**config.mk**
```make
export PLATFORM = sky130hd
export DESIGN_NAME = interleaver
export DESIGN_NICKNAME = d
export VERILOG_FILES = /design/src/rtl/interleaver.sv
export SDC_FILE = /design/constraint.sdc
export NUM_CORES = 1
export LEC_CHECK = 0
export ABC_AREA = 0
export ABC_CLOCK_PERIOD_IN_PS = 9400
export CORE_MARGIN = 2
export CORE_UTILIZATION = 35
export CTS_BUF_LIST = sky130_fd_sc_hd__clkbuf_4
export CTS_CLUSTER_DIAMETER = 30
export CTS_CLUSTER_SIZE = 25
export DETAILED_ROUTE_END_ITERATION = 8
export PLACE_DENSITY_LB_ADDON = 0.2
export SYNTH_ARGS = -nofsm -noshare
export SYNTH_HDL_FRONTEND = slang
export SYNTH_SLANG_ARGS = --single-unit
```
**constraint.sdc**
```tcl
create_clock -name iClk -period 9.4 [get_ports iClk]
set_clock_uncertainty 0.05 [all_clocks]
set_input_delay 2.82 -clock iClk [delete_from_list [all_inputs] [get_ports iClk]]
set_output_delay 2.82 -clock iClk [all_outputs]
set_load 0.05 [all_outputs]
```
**src/rtl/interleaver.sv**
```systemverilog
`default_nettype none
// ---------------------------------------------------------------------------
// interleaver : 802.11a TX block interleaver, ping-pong 192-bit buffers
// Revision 1.0
// ---------------------------------------------------------------------------
module interleaver (
  input  logic       iClk,
  input  logic       iRst,
  input  logic       iEN,
  input  logic       iRateEN,
  input  logic [3:0] iRate,
  input  logic       iData,
  output logic       oData,
  output logic       oValid
);

  localparam logic [1:0] MODE_BPSK = 2'd0;
  localparam logic [1:0] MODE_QPSK = 2'd1;
  localparam logic [1:0] MODE_QAM  = 2'd2;

  logic [3:0]   rate;
  logic [3:0]   c_cnt;
  logic [3:0]   r_cnt;
  logic         sel;
  logic         out_en;
  logic [191:0] b_buf;
  logic [191:0] f_buf;

  logic [1:0]   mode;
  logic [3:0]   r_last;
  logic [7:0]   c_x3;
  logic [7:0]   ni_c;
  logic [7:0]   addr_i;
  logic [7:0]   addr_j;
  logic [7:0]   addr_k;
  logic         eos;

  always_comb begin
    mode   = MODE_BPSK;
    r_last = 4'd2;
    case (rate)
      4'b1101, 4'b1111: begin mode = MODE_BPSK; r_last = 4'd2;  end
      4'b0101, 4'b0111: begin mode = MODE_QPSK; r_last = 4'd5;  end
      4'b1001, 4'b1011: begin mode = MODE_QAM;  r_last = 4'd11; end
      default:          begin mode = MODE_BPSK; r_last = 4'd2;  end
    endcase
  end

  // Ni*c built from 3c so no multiplier is needed
  always_comb begin
    c_x3 = ({4'b0000, c_cnt} << 1) + {4'b0000, c_cnt};
    ni_c = c_x3;
    case (mode)
      MODE_QPSK: ni_c = c_x3 << 1;
      MODE_QAM:  ni_c = c_x3 << 2;
      default:   ni_c = c_x3;
    endcase
    addr_i = ni_c + {4'b0000, r_cnt};
    addr_j = (mode == MODE_QAM) ? {addr_i[7:1], addr_i[0] ^ c_cnt[0]} : addr_i;
    addr_k = {r_cnt, c_cnt};
    eos    = (c_cnt == 4'hF) && (r_cnt == r_last);
  end

  assign oData  = sel ? b_buf[addr_k] : f_buf[addr_k];
  assign oValid = iEN & out_en;

  always_ff @(posedge iClk) begin
    if (iRst) begin
      rate   <= 4'b1101;
      c_cnt  <= 4'd0;
      r_cnt  <= 4'd0;
      sel    <= 1'b0;
      out_en <= 1'b0;
      b_buf  <= '0;
      f_buf  <= '0;
    end else if (iRateEN) begin
      rate   <= iRate;
      c_cnt  <= 4'd0;
      r_cnt  <= 4'd0;
      sel    <= 1'b0;
      out_en <= 1'b0;
    end else if (iEN) begin
      if (sel) f_buf[addr_j] <= iData;
      else     b_buf[addr_j] <= iData;
      c_cnt <= c_cnt + 4'd1;
      if (c_cnt == 4'hF) r_cnt <= eos ? 4'd0 : r_cnt + 4'd1;
      if (eos) begin
        sel    <= ~sel;
        out_en <= 1'b1;
      end
    end
  end

endmodule
`default_nettype wire

```
======== Word level (Yosys, flattened, before mapping) ========
Cells that the tools add are included.
word-level totals
  flip-flop bits (word level) ............. 398
  bits of input ports ..................... 9
operators by class
  $add $sub $neg .......................... 4
  $lt $le $gt $ge ......................... 3
  eq/ne operators ......................... 8
  mux-type cells .......................... 14
  bitwise logic cells ..................... 4
  reduce and logical (&&, ||, !) cells .... 9
operators with widths
  operator               number
  $bwmux W192            2
  $lt A8 B9 Y1 const B   2
  $bmux W1 S8            2
  $pmux W8 S2            1
  $eq A4 B4 Y1 const B   3
  $add A4 B1 Y4 const B  2
  $add A8 B4 Y8          1
  $demux W1 S8           1
  $eq A4 B3 Y1 const B   2
  $ge A8 B1 Y1 const B   1
  $pmux W4 S2            1
  $add A5 B4 Y6          1
  $reduce_and A3 Y1      2
  $reduce_or A2 Y1       3
  $mux W1                5
  $eq A4 B4 Y1           1
  $mux W4                1
  $pmux W2 S2            1
  $reduce_and A2 Y1      2
  $eq A2 B1 Y1 const B   1
  $eq A2 B2 Y1 const B   1
  $logic_and A1 B1 Y1    2
  $not A1 Y1             2
  $and A1 B1 Y1          1
  $xor A1 B1 Y1          1

======== Logic depth before layout (Yosys ltp) ========
Gate-level depths: netlist of run 1.
  depth in word-level cells ............... 13
  mapped depth ............................ 19
  mapped depth without buffers ............ 15

======== Least setup slack after synthesis of run 1 ========
Ideal clock, no wire load.
  path kind ............................... input to output
  from .................................... input iEN
  to ...................................... output oValid
  arrival ................................. 3.572 ns
  data required time ...................... 6.530 ns
  slack ................................... 2.958 ns
  cell stages on the path ................. 2
  buffers on the path ..................... 1
  cell sequence ........................... clkbuf_1 -> and2_1
on the way
  longest elaborated chain between the ends .. 1
RTL lines
  element          line  text
  start, declared  9     input logic iEN,
  $and A1 B1 Y1    65    assign oValid = iEN & out_en;
  end, declared    14    output logic oValid
Every way passes these cells.

======== Worst setup path after layout of run 1 ========
  from .................................... register c_cnt[0]
  to ...................................... output oData
on the way
  longest elaborated chain between the ends .. 3
  elaborated cells between the ends (all ways) .. 5
RTL lines
  element                        line  text
  start, declared                22    logic [3:0] c_cnt;
  start signal, assigned         85    c_cnt <= c_cnt + 4'd1;
  $bmux W1 S8                    64    assign oData = sel ? b_buf[addr_k] : f_buf[addr_k];
  $mux W1 (not written as such)  64
  $mux W1 *                      64
  end, declared                  13    output logic oData,
Every way passes the cells marked *; elsewhere a longest branch is shown, timed or not. The select of a mux whose other input is x is not followed.

==> impl_metrics.py, run 1 <==
metrics = {
    "logic_synthesis": {
        "synth_top_flop_cell": "dfxtp_1",
        "netlist_instances": 2389,
        "syn_nets": 2409,
        "netlist.area_leader.share_pct": 35.79,
        "yosysUniqueCellTypes": 77,
        "synth.avg_cell_area_um2": 9.295,
        "synthTopCellsByArea": "dfxtp_1, mux2i_1, mux4_2, nand2_1, nand4_1",
        "seq_area_frac_synth_pct": 35.79,
        "ys.warnings.count": 0,
        "synth_edf_count": 0,
        "synthesis.area_um2": 22210,
        "async_reset_ff_share_pct": 0,
        "ys_ff_latch": 397,
        "yosysTopAreaCell": "dfxtp_1",
    },
    "cts": {
        "h-tree-depth": 3,
        "cts_tree": "built",
        "clkSlewWorstSetupHoldPaths_ns": 0.08,
        "cts.repair.resized": 0,
        "clockBufferDepth": 3,
        "ctsHoldBuffers": 0,
        "cts_made_buffers": 102,
        "worst_skew_pair.late_latency_ns": 0.88,
        "cts_root_buf": "clkbuf_4",
        "post_cts_buffers": 0,
        "cts_sinks": 397,
    },
    "global_route": {
        "grt_start_max_net_pins": 162,
        "gr-total-overflow": 0,
        "grt_pass1_wl_um": 112400,
        "grt_pass1_vias": 18733,
        "grtUsageTotal_pct": 21.81,
        "antenna_found_initial": 2,
    },
    "timing": {
        "rsz0062_at_grt": "no",
        "slew_viol_final": 0,
        "finalSetupViolCount": 0,
        "min_period_ns": 7.998,
        "worstMarginPinSlew_ns": 1.274,
        "period_share_pct": 85.08,
        "hold_viol": 0,
        "tns_ns": 0,
        "max_slew_margin_pct": 15.08,
        "clock.fmax_mhz": 125.0,
        "whs_ns": 0.4084,
    },
    "setup_path": {
        "crit_type": "reg -> out",
        "end_kind": "output pin",
        "worstPathRequired_ns": 6.53,
        "crit_fanout": 49,
        "r2r_slack_ns": 3.01,
        "worstReg2RegEnd": "b_buf[162]",
        "worstPathArrival_ns": 5.13,
        "max_stage_delay_ns": 0.87,
        "r2r-start": "c_cnt[2]",
        "crit_chain": "buf_12, mux4_2, mux2_2, a22oi_1, nand4_1, nor3_1, nor4b_1, or3_1, clkdlybuf4s50_1",
        "crit_path_top_delay_cell": "dfxtp_4",
        "worstRegToRegCells": 15,
        "critPathCapture": "oData",
        "startpoint_type": "flop",
        "setup.worst_path.start": "c_cnt[0]",
    },
    "route": {
        "drt_pass1_iterations": 5,
        "wirelength_um": 72150,
        "antenna_left": 0,
        "drt_iter0_drc": 1498,
        "vias": 18683,
        "vias_per_cell": 5.824,
        "drc": 0,
        "wl_per_cell_um": 22.49,
    },
    "die": {
        "die_area_um2": 65470,
        "num_io_pins": 11,
        "die_x_um": 255.9,
        "initial_core_util_pct": 35.33,
        "std_cell_rows": 92,
        "die-height_um": 255.9,
        "core_um2": 62850,
    },
    "place": {
        "dp_hpwl_um": 43150,
        "gp_congestion": 0.8719,
        "io_buffers": 9,
    },
    "flow_run": {
        "cap_viol_max_count": 0,
    },
    "outcome": {
        "status": "completed",
    },
    "layout": {
        "syn_to_final_growth_pct": 9.635,
        "layout.nets": 2296,
        "drive_above_1_share_pct": 15.51,
        "final_util_pct": 38.73,
    },
    "pwr": {
        "peakVddDrop_v": 0.00007490,
        "powerDensity_nw_per_um2": 158.9,
        "p_leak_nw": 9.941,
    },
    "min_path": {
        "hp-class": "reg -> reg",
    },
}
## stage by stage
step	setup slack (ns)	instances	power, mW	area (um2)
CTS	1.284	3206	3.921	24340
floorplan	2.958	2389	1.875	22210
detailed placement	1.948	3018	1.945	22620
global placement	1.974	3018	1.943	22620
global route	1.130	3207	4.026	24340
finish	1.402	3208	3.868	24340
## area by class of cell
class,count,area [um2]
fillers,6333,38510
multi-input cells,1707,13060
flip-flops and latches,397,7956
well taps,846,1059
clock inverters,75,868.3
clock buffers,113,848.3
repair buffers,54,490.5
inverters,14,60.06
diodes,2,5.005
## power breakdown
part / leakage, nW / switching, mW / total, mW / internal, mW
Combinational: 5.83 / 0.167 / 0.215 / 0.0479
Sequential: 3.20 / 0.0109 / 1.69 / 1.68
Clock: 0.915 / 0.849 / 1.96 / 1.11
Total: 9.94 / 1.03 / 3.87 / 2.84
## critical path, delay by kind of cell, from the launching register on
kind	cells	cell delay, ns
buffers and inverters	2	1.18
and+or+nand+nor	4	1.05
muxes	2	0.89
DFF	1	0.87
AOI/OAI and AO/OA	1	0.20
## per-layer routing
metal | wire (um) | GRT usage (%) | vias up
met3 | 5625 | 5.387 | 153
li1 | - | - | 8634
met1 | 31840 | 29.32 | 9281
met2 | 32290 | 33.46 | 613
met5 | 11 | 0 | -
met4 | 2376 | 8.853 | 2
## kinds of logic after synthesis
logic type	count (synthesis)	share of synthesized area [%]
fa+ha+maj	11	0.6875
mux	516	28.05
buf+inv	285	5.787
simple gates	834	17.46
flops	397	35.79
compound gates	331	11.60
xor+xnor	15	0.6254
## Yosys cell counts, types with 11 or more instances
library cell  number
nand2_1          431
buf_4             16
mux2i_1          422
mux4_2            84
buf_2             87
o21ai_0           43
and2_1            23
inv_1             12
nand4_1          124
clkbuf_1         151
nand2b_1          12
dfxtp_1          397
nand3_1           94
o21ai_1           14
o211ai_1          77
a22oi_1           11
nor2_1            61
a21oi_1           26
o2111ai_1         69
nor3_1            45
## layout by cell type, fill, tap and decap left out, drive strengths merged, types with 10 or more instances in the layout
cell,netlist,layout
dfxtp,397,397
buf,119,45
a21oi,27,27
and2,24,24
o32ai,10,10
mux4,84,84
o211ai,77,77
inv,13,15
nor2,62,62
clkinv,1,44
nor3,45,45
o21ai,58,58
clkinvlp,0,12
nand2b,12,12
nand3,94,94
bufinv,0,18
a22oi,12,12
xnor2,10,10
nand2,431,431
nand4,124,124
a211oi,10,10
mux2i,422,422
o2111ai,69,69
clkbuf,152,113
a221oi,10,10
nor4,15,15
mux2,10,10
## worst min-delay path by stage
| stage | start | slack [ns] | endpoint | depth (start not counted) |
|---|---|---|---|---|
| global placement | b_buf[101] | 0.39 | b_buf[101] | 2 |
| global route | b_buf[99] | 0.43 | b_buf[99] | 2 |
| detailed placement | f_buf[66] | 0.40 | f_buf[66] | 2 |
| CTS | b_buf[165] | 0.41 | b_buf[165] | 2 |
| floorplan | out_en | 0.38 | out_en | 2 |
| finish | f_buf[66] | 0.41 | f_buf[66] | 2 |
## registers in the layout (all words and copies together) (netlist names)
name / count
b_buf: 192
f_buf: 192
r_cnt: 4
c_cnt: 4
rate: 3
sel: 1
out_en: 1
No activity file was read; power rests on OpenSTA's default activity.
==> run 2: changes to the inputs <==
ABC_AREA = unset   (was 0)
PLACE_DENSITY = 0.54   (was unset)
PLACE_DENSITY_LB_ADDON = unset   (was 0.2)
==> run 2 against run 1 <==
Compared with the run above:
- via count up 0.64%
- count of clock-buffer cells in the layout down 6
- critical endpoint unchanged
- utilization fell by 0.19 points
- critical path type unchanged
==> impl_metrics.py, run 2 (same netlist as run 1, synthesis figures left out) <==
metrics = {
    "outcome": {
        "status": "completed",
    },
    "setup_path": {
        "startpoint_type": "flop",
        "worstRegToRegCells": 17,
        "r2r_slack_ns": 2.49,
        "r2r-start": "c_cnt[0]",
        "setup.worst_path.start": "c_cnt[0]",
        "end_kind": "output pin",
        "worstPathArrival_ns": 5.24,
        "worstPathRequired_ns": 6.53,
        "crit_fanout": 45,
        "crit_type": "reg -> out",
    },
    "timing": {
        "slew_viol_final": 0,
        "worstMarginPinSlew_ns": 1.341,
        "period_share_pct": 86.28,
        "clock.fmax_mhz": 123.3,
        "hold_viol": 0,
        "min_period_ns": 8.111,
        "max_slew_margin_pct": 10.37,
        "timing.final.ws_setup_ns": 1.289,
        "finalSetupViolCount": 0,
        "tns_ns": 0,
        "rsz0062_at_grt": "no",
    },
    "pwr": {
        "peakVddDrop_v": 0.00009135,
        "p_comb_share_pct": 5.6,
        "powerDensity_nw_per_um2": 156.7,
        "p_sw_share_pct": 26.73,
        "p_leak_nw": 9.867,
        "seqPwrFrac_pct": 44.6,
        "internal_power_mw": 2.781,
        "switchingPower_mw": 1.015,
        "power_frac_clock_pct": 49.8,
    },
    "cts": {
        "clockBufferDepth": 3,
        "worst_skew_pair.late_latency_ns": 0.90,
        "post_cts_buffers": 0,
        "clkSlewWorstSetupHoldPaths_ns": 0.10,
        "ctsHoldBuffers": 0,
        "cts.repair.resized": 0,
        "cts_tree": "built",
        "h-tree-depth": 3,
        "cts_sinks": 397,
        "cts_made_buffers": 95,
        "cts_root_buf": "clkbuf_4",
    },
    "min_path": {
        "hp-class": "reg -> reg",
        "worstHoldStart": "b_buf[174]",
        "hold_path_depth": 2,
    },
    "layout": {
        "num-fill-cells": 6311,
        "drive_above_1_share_pct": 15.03,
        "final_area_um2": 24230,
        "multi_input_area_um2": 13060,
        "syn_to_final_growth_pct": 9.111,
        "biggestRegsByFlops": "b_buf (192), f_buf (192)",
        "final_common_cell": "nand2_1",
        "layout.nets": 2288,
        "final_cell_mix": "nand2_1, mux2i_1, dfxtp_1, nand4_1, clkbuf_4",
        "seq_area_um2": 7956,
    },
    "route": {
        "wirelength_um": 70980,
        "vias": 18802,
        "drt_iter0_drc": 1591,
        "wl_per_cell_um": 22.22,
        "drt_pass1_iterations": 8,
        "drc": 0,
        "vias_per_cell": 5.885,
        "antenna_left": 0,
    },
    "global_route": {
        "grtUsageTotal_pct": 21.24,
        "grt_pass1_vias": 18549,
        "grt_pass1_wl_um": 110000,
        "antenna_found_initial": 2,
        "grt_start_max_net_pins": 155,
        "gr-total-overflow": 0,
    },
    "die": {
        "core_um2": 62850,
        "die_area_um2": 65470,
        "std_cell_rows": 92,
        "num_io_pins": 11,
        "die_x_um": 255.9,
        "initial_core_util_pct": 35.33,
        "die-height_um": 255.9,
    },
    "place": {
        "preCtsSetupSlack_ns": 1.992,
        "io_buffers": 9,
        "place_area_um2": 22600,
        "gp_congestion": 0.8430,
        "dp_hpwl_um": 42250,
    },
    "flow_run": {
        "cap_viol_max_count": 0,
    },
}
-- run 2: changes by cell type in the layout (fill, tap and decap cells not counted) --
cell,before,now
diode_2,2,1
clkinv_4,7,5
inv_6,2,3
mux2i_1,421,420
clkbuf_4,113,107
clkinvlp_4,12,15
buf_12,5,4
nor3_1,43,44
bufinv_16,18,17
clkinv_1,18,19
mux2i_2,1,2
clkinv_2,19,12
nor3_2,2,1
-- run 2: worst paths after layout --
path	endpoint
worst max register to register	f_buf[130]
worst min register to register	b_buf[174]
worst min-delay path	b_buf[174]
worst max-delay path	oData
-- run 2: through the flow --
stage | power [mW] | instances | utilization (%) | hold slack (ns)
after global routing | 3.933 | 3195 | 38.55 | 0.4218
final | 3.795 | 3195 | 38.55 | 0.4072
after floorplan | 1.875 | 2389 | - | 0.3785
after detailed placement | 1.943 | 3017 | 35.96 | 0.3979
after global placement | 1.940 | 3017 | 35.96 | 0.3915
after CTS | 3.833 | 3194 | 38.55 | 0.4115
-- run 2: area by class of cell --
type                            instances  share of cell area [%]
Clock inverter                         70                   3.388
Timing Repair Buffer                   53                   1.942
Clock buffer                          107                   3.315
Antenna cell                            1                 0.01033
Multi-Input combinational cell       1707                   53.89
Inverter                               14                  0.2479
Sequential cell                       397                   32.84
Tap cell                              846                   4.369
-- run 2: worst max-delay path: stages, from the launching register on --
cell,delay (ns)
dfxtp_4,1.03
buf_4,0.44
mux4_2,0.57
mux4_2,0.50
nor2b_1,0.15
nor3_1,0.37
nor4b_1,0.09
or3_1,0.40
clkdlybuf4s50_1,0.74
-- run 2: per-layer routing --
metal / wire [um] / vias up / global-route usage, %
met4: 2295 / 0 / 8.609
met3: 4549 / 130 / 3.327
met2: 32630 / 628 / 33.38
li1: - / 8614 / -
met5: 0 / - / 0
met1: 31510 / 9430 / 29.12
-- run 2: power groups by stage --
stage	registers (mW)	clock network (mW)	logic, mW
final	1.69	1.89	0.212
after global routing	1.70	2.01	0.223
after CTS	1.69	1.93	0.209
after detailed placement	1.73	0	0.209
after global placement	1.73	0	0.206
after floorplan	1.72	0	0.153
